File: src/rtl/ram_scan_ctrl.sv
// Controller for the 32x4 single-port RAM: FILL writes a pattern to every word.
// SCAN reads each word back and holds it, with its address, on the outputs for DWELL cycles.
module ram_scan_ctrl #(
  parameter int DWELL = 4,
  parameter int CNT_W = 26
) (
  input  logic       clock,
  input  logic       reset,
  input  logic       start,
  input  logic       mode,
  input  logic       abort,
  input  logic [3:0] fill_data,
  input  logic       incr,
  output logic [4:0] ram_address,
  output logic [3:0] ram_data,
  output logic       ram_wren,
  input  logic [3:0] ram_q,
  output logic [4:0] out_addr,
  output logic [3:0] out_data,
  output logic       out_valid,
  output logic       busy,
  output logic       done
);

  typedef enum logic [2:0] {
    S_IDLE,
    S_FILL,
    S_ISSUE,
    S_WAIT,
    S_HOLD,
    S_DONE
  } state_t;

  localparam logic [CNT_W-1:0] DWELL_LAST = CNT_W'(DWELL - 1);

  state_t           state_reg;
  logic [4:0]       addr_reg;
  logic [CNT_W-1:0] cnt_reg;
  logic [4:0]       out_addr_reg;
  logic [3:0]       out_data_reg;
  logic             out_valid_reg;
  logic [3:0]       fill_word;

  always_ff @(posedge clock or posedge reset) begin
    if (reset) begin
      state_reg     <= S_IDLE;
      addr_reg      <= '0;
      cnt_reg       <= '0;
      out_addr_reg  <= '0;
      out_data_reg  <= '0;
      out_valid_reg <= 1'b0;
    end else begin
      out_valid_reg <= 1'b0;
      case (state_reg)
        S_IDLE: begin
          if (start) begin
            addr_reg  <= '0;
            state_reg <= mode ? S_FILL : S_ISSUE;
          end
        end
        S_FILL: begin
          if (abort) begin
            state_reg <= S_IDLE;
          end else if (addr_reg == 5'd31) begin
            state_reg <= S_DONE;
          end else begin
            addr_reg <= addr_reg + 5'd1;
          end
        end
        S_ISSUE: begin
          state_reg <= abort ? S_IDLE : S_WAIT;
        end
        S_WAIT: begin
          // ram_q is valid now: one cycle after the address was presented in ISSUE
          if (abort) begin
            state_reg <= S_IDLE;
          end else begin
            out_data_reg  <= ram_q;
            out_addr_reg  <= addr_reg;
            cnt_reg       <= DWELL_LAST;
            out_valid_reg <= 1'b1;
            state_reg     <= S_HOLD;
          end
        end
        S_HOLD: begin
          if (abort) begin
            state_reg <= S_IDLE;
          end else if (cnt_reg == '0) begin
            if (addr_reg == 5'd31) begin
              state_reg <= S_DONE;
            end else begin
              addr_reg  <= addr_reg + 5'd1;
              state_reg <= S_ISSUE;
            end
          end else begin
            cnt_reg <= cnt_reg - 1'b1;
          end
        end
        S_DONE: begin
          state_reg <= S_IDLE;
        end
        default: begin
          state_reg <= S_IDLE;
        end
      endcase
    end
  end

  // RAM-side signals decode straight from the state register so reset clears them at once
  assign fill_word   = fill_data + (incr ? addr_reg[3:0] : 4'd0);
  assign ram_wren    = (state_reg == S_FILL);
  assign ram_data    = (state_reg == S_FILL) ? fill_word : 4'd0;
  assign ram_address = (state_reg == S_FILL || state_reg == S_ISSUE ||
                        state_reg == S_WAIT || state_reg == S_HOLD) ? addr_reg : 5'd0;
  assign busy        = (state_reg == S_FILL || state_reg == S_ISSUE ||
                        state_reg == S_WAIT || state_reg == S_HOLD);
  assign done        = (state_reg == S_DONE);
  assign out_addr    = out_addr_reg;
  assign out_data    = out_data_reg;
  assign out_valid   = out_valid_reg;

endmodule

File: config.mk
export PLATFORM = sky130hd
export DESIGN_NAME = ram_scan_ctrl
export DESIGN_NICKNAME = d
export VERILOG_FILES = /design/src/rtl/ram_scan_ctrl.sv
export SDC_FILE = /design/constraint.sdc
export NUM_CORES = 1
export LEC_CHECK = 0
export BUFFER_PORTS_ARGS = -buffer_cell sky130_fd_sc_hd__buf_4
export CAP_MARGIN = 20
export CORE_MARGIN = 2
export CORE_UTILIZATION = 57
export DETAILED_ROUTE_END_ITERATION = 8
export PLACE_DENSITY = 0.77
export SLEW_MARGIN = 30
export SYNTH_ARGS = -nofsm -noshare
export SYNTH_HDL_FRONTEND = slang
export SYNTH_SLANG_ARGS = --single-unit
export TNS_END_PERCENT = 10
File: constraint.sdc
create_clock -name clock -period 2.7 [get_ports clock]
set_input_delay 0.54 -clock clock [delete_from_list [all_inputs] [get_ports clock]]
set_output_delay 0.54 -clock clock [all_outputs]
set_load 0.02 [all_outputs]
# Word-level counts from Yosys, hierarchy flattened
# Index checks and enable logic that the tools add are counted.
# word_totals
regBits	44
latchBits	0
ram_bits	0
rom_bits	0
output_inout_bits	22
mem_count	0
# classes
addsub	3
mul	0
div_mod_pow	0
n_lt_le_gt_ge	0
eq_ne	14
shift	0
mux	25
bitwise_logic	1
n_reduce_logical	11
# ops
op	n
$mux 26	3
$pmux 26 s2	1
$mux 5	6
$logic_not 26->1	1
$sub 26x1->26 const B	1
$mux 3	7
$pmux 3 s5	1
$pmux 5 s3	1
$ne 2x2->1 const B	6
$mux 4	2
$eq 3x2->1 const B	2
$eq 3x3->1 const B	2
$add 5x1->5 const B	1
$eq 5x5->1 const B	1
$reduce_and 5->1	1
$add 4x4->4	1
$mux 2	2
$reduce_and 4->1	1
$eq 3x1->1 const B	1
$logic_not 3->1	1
$logic_or 1x1->1	3
$ne 3x2->1 const B	1
$ne 3x3->1 const B	1
$reduce_and 3->1	1
other kinds (5)	6

# Longest topological paths before layout
# depth
ltp_word	5
mapped_depth	8

# Least setup slack after synthesis
# OpenSTA, ideal clock, no wires.
# synth_timing
kind	input-to-reg
start	input abort
end	register cnt_reg[23]
setup_ns	0.078
arrival_ns	2.511
t_required_ns	2.622
slack_ns	0.111
stages	6
path_buffers	1
path_cell_list	buf_2 > or4b_4 > or3_1 > or4_4 > or4_1 > a21oi_1
# synth_between
elab_chain_cells	2
word_cells_on_any_way	3
# synth_lines
item	line	text
start: declaration	11	input logic abort,
$ne 2x2->1 (no line)	-	
$reduce_and 4->1 (no line) (*)	-	
end signal: assignment	96	cnt_reg <= cnt_reg - 1'b1;
end: declaration	38	logic [CNT_W-1:0] cnt_reg;
# Mark *: on every way between the ends. The rest lies on a longest branch, timed or not.
# A chain may end at the register's enable or synchronous reset.

# Worst setup path in the final report
# layout_timing
start	register addr_reg[0]
end	register addr_reg[2]
# layout_between
elab_chain_cells	5
word_cells_on_any_way	7
# layout_lines
item	line	text
start: declaration	37	logic [4:0] addr_reg;
start signal: assignment	67	addr_reg <= addr_reg + 5'd1;
start signal: assignment	92	addr_reg <= addr_reg + 5'd1;
$add 5x1->5 / $eq 5x5->1 (equally long branches)	-	
$mux 5 (*)	64, 89	
$mux 5	88	end else if (cnt_reg == '0) begin
$mux 5	86	if (abort) begin
$pmux 5 s3 (*)	54	case (state_reg)
# Mark *: on every way between the ends. The rest lies on a longest branch, timed or not. The select of a mux whose other input is x is not followed.

==> results_dict.tcl <==
set metrics [dict create \
    p_per_area_nw_per_um2 1020 \
    synth_seq_area_share 0.444 \
    cts.sinks 44 \
    drc_errors 0 \
    io_pins 36 \
    die_y_um 70.0 \
    grt_max_degree 45 \
    synth_top_area_share 0.444 \
    syn_inst 270 \
    worstPathRequired_ps 2890 \
    crit_arrival_ps 2720 \
    fin_crit_sh 0.937 \
    yosysTopAreaCell "dfrtp_1" \
    avgSynthCellArea_um2 9.19 \
    timing.final.max_slew_violations 0 \
    vias_per_cell 5.87 \
    synthTopCellsByCount "dfrtp_1, nand2_1, nor2_1, o21ai_0, a21oi_1" \
    ant_nets 0 \
    use_met2 0.375 \
    path_class "reg2reg" \
    nFillCells 311 \
    die-area_um2 4900 \
    yosys-top-cells-area "dfrtp_1, nand2_1, xnor2_1, ha_1, nor2_1" \
    fmax_ghz 0.395 \
    io_buffers 35 \
    synthArstFlopShare 1.00 \
    seq_area_um2 1100 \
    ir_drop_v 0.000689 \
    root_buffer "clkbuf_8" \
    slew_headroom 0.465 \
    wl_per_cell_um 14.1 \
    clkTransAtPathRegs_ps 80 \
    fin_nets 338 \
    netlist_area_um2 2480 \
    grt-ovfl-total 0 \
    cts-buffers-inserted 5 \
    grt_pass1_vias 2096 \
    setup_viol 0 \
    fp-row-count 23 \
    worst_setup_path_start_kind "flop" \
    hold_path.class "in2async" \
    end_kind "flop" \
    post-dp-hpwl_um 3670 \
    ys_ff_latch 44 \
    wl_um 5200 \
    layout_min_cycle_time_ps 2530 \
    die_x_um 70.0 \
    core_um2 4090 \
    setup_tns_ps 0 \
    total_power_mw 3.03 \
    use_met3 0.0361 \
    leakage_nw 1.50 \
    grt_pass1_wl_um 9270 \
    grt.total_usage 0.229 \
    multi_input_area_um2 1300 \
    ys_types 50 \
    vias 2160 \
    synth-edff-count 0 \
    gp_congestion 0.787 \
    n_antenna_cell 0 \
    drive_above_1_share 0.211 \
    worstMarginPinSlew_ps 792 \
    met1_usage 0.313 \
    hold_violations 0 \
    drtIter0Drc 153 \
    cts.htree.levels 2 \
    clkLatencyLatePin_ps 290 \
    firstDrtPassIters 4 \
    status "complete, no violations" \
    cts_tree "done" \
    syn_nets 291 \
    cts_setup_buffers 0 \
    grt_antenna_before_repair 0 \
    holdWs_ps 375 \
    cts_max_path_buffers 2 \
    initial_core_util 0.607 \
    finClkSkew_ps 8.98 \
    area_delta_synth_final_pct 20.0 \
    synth-main-ff-cell "dfrtp_1" \
    cp_max_fo 7 \
    busiest_layer "met2" \
    largest_reg_flops 26 \
    rsz0062_at_grt "false" \
    yosys_warnings 0 \
    drv_cap 0 \
    yosysMostFrequentCell "dfrtp_1" \
]
==> layout by cell type (no fill, tap or decap), types with 2 or more instances in the layout <==
master    count
dfrtp_1      44
mux2i_1       5
nor3_1        8
o311ai_0      2
nand2b_1      4
clkbuf_8      5
a31oi_1       2
clkbuf_1      2
nand4_1       2
a21o_1        2
nor4b_1       4
o31ai_1       5
nor4_1        8
nand3_1       4
a21oi_1      12
and3_1        3
and2_1        8
or4_1         7
o21ai_0      13
ha_1          6
nor2_1       19
xnor2_1      11
or3_1        11
xor2_1        2
buf_4        54
inv_1         6
o211ai_1      3
o41ai_1       2
nand2_1      40
==> layout make-up <==
cell class	instances	share of cell area
Multi-Input combinational cell	205	0.436
Sequential cell	44	0.370
Timing Repair Buffer	54	0.136
Clock buffer	7	0.0256
Tap cell	50	0.0210
Inverter	7	0.00882
Clock inverter	1	0.00294
==> timing repair <==
item / CTS / global route
setup endpoints to repair: 0 / 1
resized for setup: 0 / 1
hold buffers: 0 / 0
==> power breakdown <==
part	total [mW]	switching, mW	internal, mW
combinational	1.61	0.924	0.685
clock	0.401	0.216	0.185
sequential	1.02	0.163	0.853
total	3.03	1.30	1.72
==> per-stage QoR <==
step	cell area, µm²	worst slack (ps)	utilization	instances
3_5_place_dp	2890	53.3	0.706	360
5_1_grt	2980	37.2	0.729	368
6_report	2980	170	0.729	368
3_3_place_gp	2890	98.7	0.706	360
2_1_floorplan	2480	111	-	270
4_1_cts	2970	107	0.727	368
==> logic make-up after synthesis <==
group	count (synthesis)	share of synthesized area
flops	44	0.444
buf+inv	21	0.0363
fa+ha+maj	7	0.0383
compound gates	50	0.131
mux	5	0.0202
simple gates	130	0.285
xor+xnor	13	0.0459
==> path summary, 6_finish.rpt <==
| check | startpoint | to | slack [ps] | cells after the start |
|---|---|---|---|---|
| max reg2reg | addr_reg[0] | addr_reg[2] | 170 | 8 |
| min | reset | out_data[2] | 380 | 3 |
| max | addr_reg[0] | addr_reg[2] | 170 | 8 |
| min in group clock | ram_q[1] | out_data[1] | 430 | 3 |
| min reg2reg | out_data[0] | out_data[0] | 480 | 2 |
| max in group asynchronous | reset | cnt_reg[24] | 1950 | 3 |
==> routing by layer <==
metal,up-vias,routed length (µm)
met1,1031,2500
met2,51,2460
met5,-,0
met3,2,207
li1,1076,-
met4,0,26
==> worst max-delay path, cell delays in order (launching register included) <==
cell and delay, ps:
dfrtp_1 390, ha_1 220, and3_1 190, ha_1 240
or3b_2 450, a21oi_1 150, a31oi_1 120, or2_2 380
o41ai_2 290
Power figures use the tool's default switching activity.
